--- src/rtl/wb_stage_if.sv ---
// Execute-to-writeback bus and register-file write port of the writeback stage.
// slave = the writeback stage; master = the upstream execute/memory side.
interface wb_stage_if #(
    parameter int XLEN = 32
);
    logic            x_valid;
    logic [4:0]      x_rd;
    logic            x_reg_wen;
    logic [1:0]      x_wb_sel;
    logic [2:0]      x_funct3;
    logic [XLEN-1:0] x_alu;
    logic [XLEN-1:0] x_pc4;
    logic [XLEN-1:0] x_imm;
    logic            rf_we;
    logic [4:0]      rf_wa;
    logic [XLEN-1:0] rf_wd;

    modport master (
        output x_valid, x_rd, x_reg_wen, x_wb_sel, x_funct3, x_alu, x_pc4, x_imm,
        input  rf_we, rf_wa, rf_wd
    );

    modport slave (
        input  x_valid, x_rd, x_reg_wen, x_wb_sel, x_funct3, x_alu, x_pc4, x_imm,
        output rf_we, rf_wa, rf_wd
    );
endinterface

--- src/rtl/wb_stage.sv ---
// Writeback stage: stage register, load alignment, writeback select, retired-instruction counter.
// Define WB_FWD_EN to bypass the in-flight register-file write onto the decode read ports.
module wb_stage #(
    parameter int XLEN  = 32,
    parameter int CNT_W = 32
) (
    input  logic             clk,
    input  logic             rst,
    input  logic             stall,
    input  logic             flush,
    wb_stage_if.slave        wb,
    input  logic [XLEN-1:0]  dmem_dout,
    output logic [CNT_W-1:0] instret,
    input  logic [4:0]       rs1,
    input  logic [4:0]       rs2,
    input  logic [XLEN-1:0]  rd1_raw,
    input  logic [XLEN-1:0]  rd2_raw,
    output logic [XLEN-1:0]  rd1_fwd,
    output logic [XLEN-1:0]  rd2_fwd
);
    logic            valid_q;
    logic [4:0]      rd_q;
    logic            wen_q;
    logic [1:0]      sel_q;
    logic [2:0]      f3_q;
    logic [XLEN-1:0] alu_q;
    logic [XLEN-1:0] pc4_q;
    logic [XLEN-1:0] imm_q;

    logic [7:0]      ld_byte;
    logic [15:0]     ld_half;
    logic [XLEN-1:0] ld_data;
    logic [XLEN-1:0] wd;
    logic            we;

    always_ff @(posedge clk) begin
        if (rst) begin
            valid_q <= 1'b0;
            rd_q    <= '0;
            wen_q   <= 1'b0;
            sel_q   <= '0;
            f3_q    <= '0;
            alu_q   <= '0;
            pc4_q   <= '0;
            imm_q   <= '0;
        end else if (flush) begin
            valid_q <= 1'b0;
        end else if (!stall) begin
            valid_q <= wb.x_valid;
            rd_q    <= wb.x_rd;
            wen_q   <= wb.x_reg_wen;
            sel_q   <= wb.x_wb_sel;
            f3_q    <= wb.x_funct3;
            alu_q   <= wb.x_alu;
            pc4_q   <= wb.x_pc4;
            imm_q   <= wb.x_imm;
        end
    end

    // Counts whatever sits in the stage on an unstalled edge, including x0 and no-write ops.
    always_ff @(posedge clk) begin
        if (rst) begin
            instret <= '0;
        end else if (valid_q && !stall) begin
            instret <= instret + CNT_W'(1);
        end
    end

    // Halfword select uses only alu[1]; a misaligned alu[0] is silently ignored.
    always_comb begin
        ld_byte = dmem_dout[{alu_q[1:0], 3'b000} +: 8];
        ld_half = dmem_dout[{alu_q[1], 4'b0000} +: 16];
        case (f3_q)
            3'd0:    ld_data = {{(XLEN-8){ld_byte[7]}}, ld_byte};
            3'd4:    ld_data = {{(XLEN-8){1'b0}}, ld_byte};
            3'd1:    ld_data = {{(XLEN-16){ld_half[15]}}, ld_half};
            3'd5:    ld_data = {{(XLEN-16){1'b0}}, ld_half};
            default: ld_data = dmem_dout;
        endcase
    end

    always_comb begin
        case (sel_q)
            2'd0:    wd = alu_q;
            2'd1:    wd = ld_data;
            2'd2:    wd = pc4_q;
            default: wd = imm_q;
        endcase
    end

    assign we       = valid_q & wen_q & (rd_q != 5'd0);
    assign wb.rf_we = we;
    assign wb.rf_wa = rd_q;
    assign wb.rf_wd = wd;

`ifdef WB_FWD_EN
    assign rd1_fwd = (we && rs1 == rd_q) ? wd : rd1_raw;
    assign rd2_fwd = (we && rs2 == rd_q) ? wd : rd2_raw;
`else
    logic unused_rs;
    assign unused_rs = ^{rs1, rs2};
    assign rd1_fwd   = rd1_raw;
    assign rd2_fwd   = rd2_raw;
`endif
endmodule

--- src/flat_wrapper.sv ---
// flat-port wrapper written by rule: the top's interface ports become plain ports
module wb_stage_flat 
#(
    parameter int XLEN  = 32,
    parameter int CNT_W = 32
)
  (clk, rst, stall, flush, dmem_dout, instret, rs1, rs2, rd1_raw, rd2_raw, rd1_fwd, rd2_fwd, wb_x_valid, wb_x_rd, wb_x_reg_wen, wb_x_wb_sel, wb_x_funct3, wb_x_alu, wb_x_pc4, wb_x_imm, wb_rf_we, wb_rf_wa, wb_rf_wd);
  wb_stage_if #(.XLEN(XLEN)) wb_i ();
  input  logic clk;
  input  logic rst;
  input  logic stall;
  input  logic flush;
  input  logic [XLEN-1:0] dmem_dout;
  output logic [CNT_W-1:0] instret;
  input  logic [4:0] rs1;
  input  logic [4:0] rs2;
  input  logic [XLEN-1:0] rd1_raw;
  input  logic [XLEN-1:0] rd2_raw;
  output logic [XLEN-1:0] rd1_fwd;
  output logic [XLEN-1:0] rd2_fwd;
  input wire logic [$bits(wb_i.x_valid)-1:0] wb_x_valid;
  input wire logic [$bits(wb_i.x_rd)-1:0] wb_x_rd;
  input wire logic [$bits(wb_i.x_reg_wen)-1:0] wb_x_reg_wen;
  input wire logic [$bits(wb_i.x_wb_sel)-1:0] wb_x_wb_sel;
  input wire logic [$bits(wb_i.x_funct3)-1:0] wb_x_funct3;
  input wire logic [$bits(wb_i.x_alu)-1:0] wb_x_alu;
  input wire logic [$bits(wb_i.x_pc4)-1:0] wb_x_pc4;
  input wire logic [$bits(wb_i.x_imm)-1:0] wb_x_imm;
  output wire logic [$bits(wb_i.rf_we)-1:0] wb_rf_we;
  output wire logic [$bits(wb_i.rf_wa)-1:0] wb_rf_wa;
  output wire logic [$bits(wb_i.rf_wd)-1:0] wb_rf_wd;
  assign wb_i.x_valid = wb_x_valid;
  assign wb_i.x_rd = wb_x_rd;
  assign wb_i.x_reg_wen = wb_x_reg_wen;
  assign wb_i.x_wb_sel = wb_x_wb_sel;
  assign wb_i.x_funct3 = wb_x_funct3;
  assign wb_i.x_alu = wb_x_alu;
  assign wb_i.x_pc4 = wb_x_pc4;
  assign wb_i.x_imm = wb_x_imm;
  assign wb_rf_we = wb_i.rf_we;
  assign wb_rf_wa = wb_i.rf_wa;
  assign wb_rf_wd = wb_i.rf_wd;
  wb_stage #(.XLEN(XLEN), .CNT_W(CNT_W)) u_core (.clk(clk), .rst(rst), .stall(stall), .flush(flush), .wb(wb_i), .dmem_dout(dmem_dout), .instret(instret), .rs1(rs1), .rs2(rs2), .rd1_raw(rd1_raw), .rd2_raw(rd2_raw), .rd1_fwd(rd1_fwd), .rd2_fwd(rd2_fwd));
endmodule
--- config.mk ---
export PLATFORM = sky130hd
export DESIGN_NAME = wb_stage_flat
export DESIGN_NICKNAME = d
export VERILOG_FILES = /design/src/rtl/wb_stage_if.sv /design/src/rtl/wb_stage.sv /design/src/flat_wrapper.sv
export SDC_FILE = /design/constraint.sdc
export NUM_CORES = 1
export LEC_CHECK = 0
export ABC_AREA = 1
export CAP_MARGIN = 25
export CORE_AREA = 2 2 157 159
export DETAILED_ROUTE_END_ITERATION = 7
export DIE_AREA = 0 0 159 161
export HOLD_SLACK_MARGIN = 0.1
export MAX_ROUTING_LAYER = met4
export PLACE_DENSITY_LB_ADDON = 0.2
export SLEW_MARGIN = 20
export SYNTH_ARGS = -nofsm -noshare
export SYNTH_HDL_FRONTEND = slang
export SYNTH_SLANG_ARGS = --single-unit
--- constraint.sdc ---
create_clock -name clk -period 2.05 [get_ports clk]
set_clock_uncertainty 0.15 [all_clocks]
set_input_delay 0.205 -clock clk [delete_from_list [all_inputs] [get_ports clk]]
set_output_delay 0.205 -clock clk [all_outputs]
set_load 0.02 [all_outputs]
==> metrics.csv <==
metric;value;unit
outcome;finished, violations left;
violations;negative setup slack;
io_buffers;213;
rsz0062_at_grt;yes;
cts_buffers;17;
hold_class;in -> reg;
drtIter0Drc;601;
cp.arrival;1.79;ns
start_util;0.3143;
die_width;159;um
syn-num-nets;1389;
hpwl;21420;um
rr_startpoint;u_core.instret[0]$_SDFFE_PP0P_;
fp.dieArea;25600;um2
die_h;161;um
crit_path_end_kind;output port;
fin_setup_tns;-0.8419;ns
path_clk_slew;0.07;ns
synthCells;1170;
grt_max_degree;79;
firstDrtPassIters;5;
timing.final.crit_period;2.148;ns
met2WireLength;14400;um
crit_type;reg -> out;
syn_area;7532;um2
grt_util_all_layers;0.2315;
ys_seq_area_frac;0.3721;
path_buf_inv;3;
post_drt_via_cell_ratio;4.805;
syn_avg_cell_area;6.438;um2
yosysWarnings;0;
slew_headroom;0.7434;
ios;352;
wirelength;28990;um
cts_tree;built;
setup_ws;-0.09828;ns
cts.sinks;140;
hp-start;wb_x_alu[14];
rows;57;
via_count;8154;
clock_latency;0.43;ns
fin_crit_sh;1.048;
avgRoutedWirePerCell;17.08;um
route.top_layer_used;met4;
antenna_found_initial;7;
dp_slack;-0.5162;ns
synth_cell_types;33;
r2r_cells;7;
cts.path.max_buffers;2;
cp.required;1.69;ns
cp_num_cells;10;
synth_seq_cells;140;
setup_viol;18;
path_delay_family;simple AND/OR/NAND/NOR gates;
root_buffer;clkbuf_16;
grt.overflow.total;0;
critical_path.max_stage_delay;0.36;ns
drc;0;
power.leakage;4.640;nW
drive_gt1_frac;0.1678;
startpoint_type;flip-flop;
hold_depth;3;
finalHoldViolations;0;
grt_pass1_vias;7858;
cpMaxStageDelayCell;dfxtp_4;
syn_to_final_growth;45.51;%
wl_met1;11850;um
ant_nets;0;
achievable-frequency;0.4655;GHz
gp_congestion;0.8755;
ir_worst_vdd;525.5;uV
nets;1571;
worstSetupStartpoint;u_core.alu_q[1]$_SDFFE_PP0P_;
maxCapViolCount;0;
h-tree-depth;4;
grt_pass1_wl;44570;um
fp.coreArea;23960;um2
crit_chain;inv_4, nand2_4, nand2_4, nor2_4, nor2_4, buf_12, nand2_8, nand2_2, nand4_1, buf_4;
path_max_fanout;4;
tightest_slew;0.3843;ns
power_density;725.8;nW/um2
rrSetupSlack;0.26;ns
finalMaxSlewViolations;0;
wl_met3;1753;um
-- where the power goes --
group	leakage [nW]	switching [W]	total, W	internal [W]
Sequential	1.15	0.0000825	0.00294	0.00286
Combinational	3.17	0.000837	0.00161	0.000771
Clock	0.313	0.00133	0.00340	0.00207
-- timing repair --
| action | 4_1_cts | 5_1_grt |
|---|---|---|
| pin swaps | 10 | 10 |
| gates resized for setup | 222 | 41 |
| buffers inserted | 5 | 2 |
| hold buffers | 0 | 0 |
| setup endpoints to repair | 32 | 33 |
| cloned | 1 | 0 |
-- cells by family after synthesis --
group / Yosys count / share of synthesized area
AOI/OAI and AO/OA: 178 / 0.1201
DFF: 140 / 0.3721
buffers and inverters: 188 / 0.1309
and+or+nand+nor: 659 / 0.3706
adders and majority gates: 1 / 0.001661
xor gates and xnor gates: 4 / 0.004651
-- final timing paths --
| check | to |
|---|---|
| min | u_core.alu_q[14]$_SDFFE_PP0P_ |
| max reg2reg | u_core.instret[20]$_SDFFE_PP0P_ |
| min reg2reg | u_core.instret[13]$_SDFFE_PP0P_ |
| max | wb_rf_wd[28] |
-- cell type report --
type / count / area (um2)
fillers: 2558 / 13000
multi-input cells: 843 / 3944
repair buffers: 285 / 2879
flip-flops and latches: 140 / 2821
clock buffers: 18 / 429.2
well taps: 324 / 405.4
inverters: 65 / 252.7
clock inverters: 14 / 209.0
diodes: 8 / 20.02
-- per-stage QoR --
stage	instance area (um2)	instances	hold slack, ns	utilization	total power [W]
3_5_place_dp	9990	1649	0.2601	0.4169	0.004486
2_1_floorplan	7532	1170	0.1333	-	0.003830
3_3_place_gp	9990	1649	0.2601	0.4169	0.004484
5_1_grt	10960	1696	0.1976	0.4573	0.008279
6_report	10960	1697	0.2065	0.4574	0.007955
4_1_cts	10810	1687	0.1963	0.4510	0.007963
-- worst register-to-register path: cells and delay by family, from the launching register on --
family,cells,cell delay (ns)
DFF,1,0.43
and+or+nand+nor,6,0.86
adders and majority gates,1,0.25
-- per-layer routing --
metal  GRT usage  up-vias
met5           -        -
met4      0.1066        0
met3     0.04905       72
met2      0.3874      293
met1      0.2672     3728
li1            -     4061
-- Yosys cell counts --
master | n | area [um2]
buf_2 | 17 | 85.08
o21bai_1 | 1 | 7.510
nor3_1 | 4 | 20.02
dfxtp_1 | 140 | 2803
and3_1 | 1 | 6.260
nand4_2 | 1 | 12.51
clkbuf_1 | 40 | 150.1
nand2_8 | 1 | 20.02
inv_2 | 8 | 30.03
nand3_1 | 33 | 165.2
o211ai_1 | 2 | 15.01
a21oi_1 | 38 | 190.2
o22ai_1 | 3 | 18.77
nand2_2 | 14 | 87.58
nor2_2 | 8 | 50.05
o21ai_0 | 129 | 645.6
o21ai_1 | 4 | 20.02
nor3_2 | 1 | 10.01
nor2_1 | 306 | 1149
buf_6 | 1 | 11.26
o21a_1 | 1 | 7.510
buf_8 | 1 | 15.01
nand2_4 | 2 | 22.52
nand3b_1 | 1 | 7.510
buf_4 | 64 | 480.5
nand3_2 | 3 | 30.03
ha_1 | 1 | 12.51
xor2_1 | 4 | 35.03
nor4_1 | 1 | 6.260
nor2_4 | 6 | 67.56
nand2_1 | 238 | 893.4
nand4_1 | 39 | 244.0
inv_1 | 57 | 214.0
-- sequential cells by signal, indices dropped and copies added (netlist names) --
| signal | flops |
|---|---|
| u_core.alu_q | 32 |
| u_core.imm_q | 32 |
| u_core.instret | 32 |
| u_core.pc4_q | 32 |
| u_core.wb.rf_wa | 5 |
| u_core.f3_q | 3 |
| u_core.sel_q | 2 |
| u_core.valid_q | 1 |
| u_core.wen_q | 1 |
-- cell usage in the layout (no fill, tap or decap), types with 17 or more instances in the layout --
cell             synthesis  routed
clkbuf_16                0      17
clkdlybuf4s50_1          0     180
nand2_2                 14      25
nand2_1                238     221
nand3_1                 33      31
buf_6                    1      17
buf_4                   64      67
o21ai_0                129     118
dfxtp_1                140     133
nor2_1                 306     296
a21oi_1                 38      37
nand4_1                 39      39
inv_1                   57      51
Power figures use the tool's default switching activity.
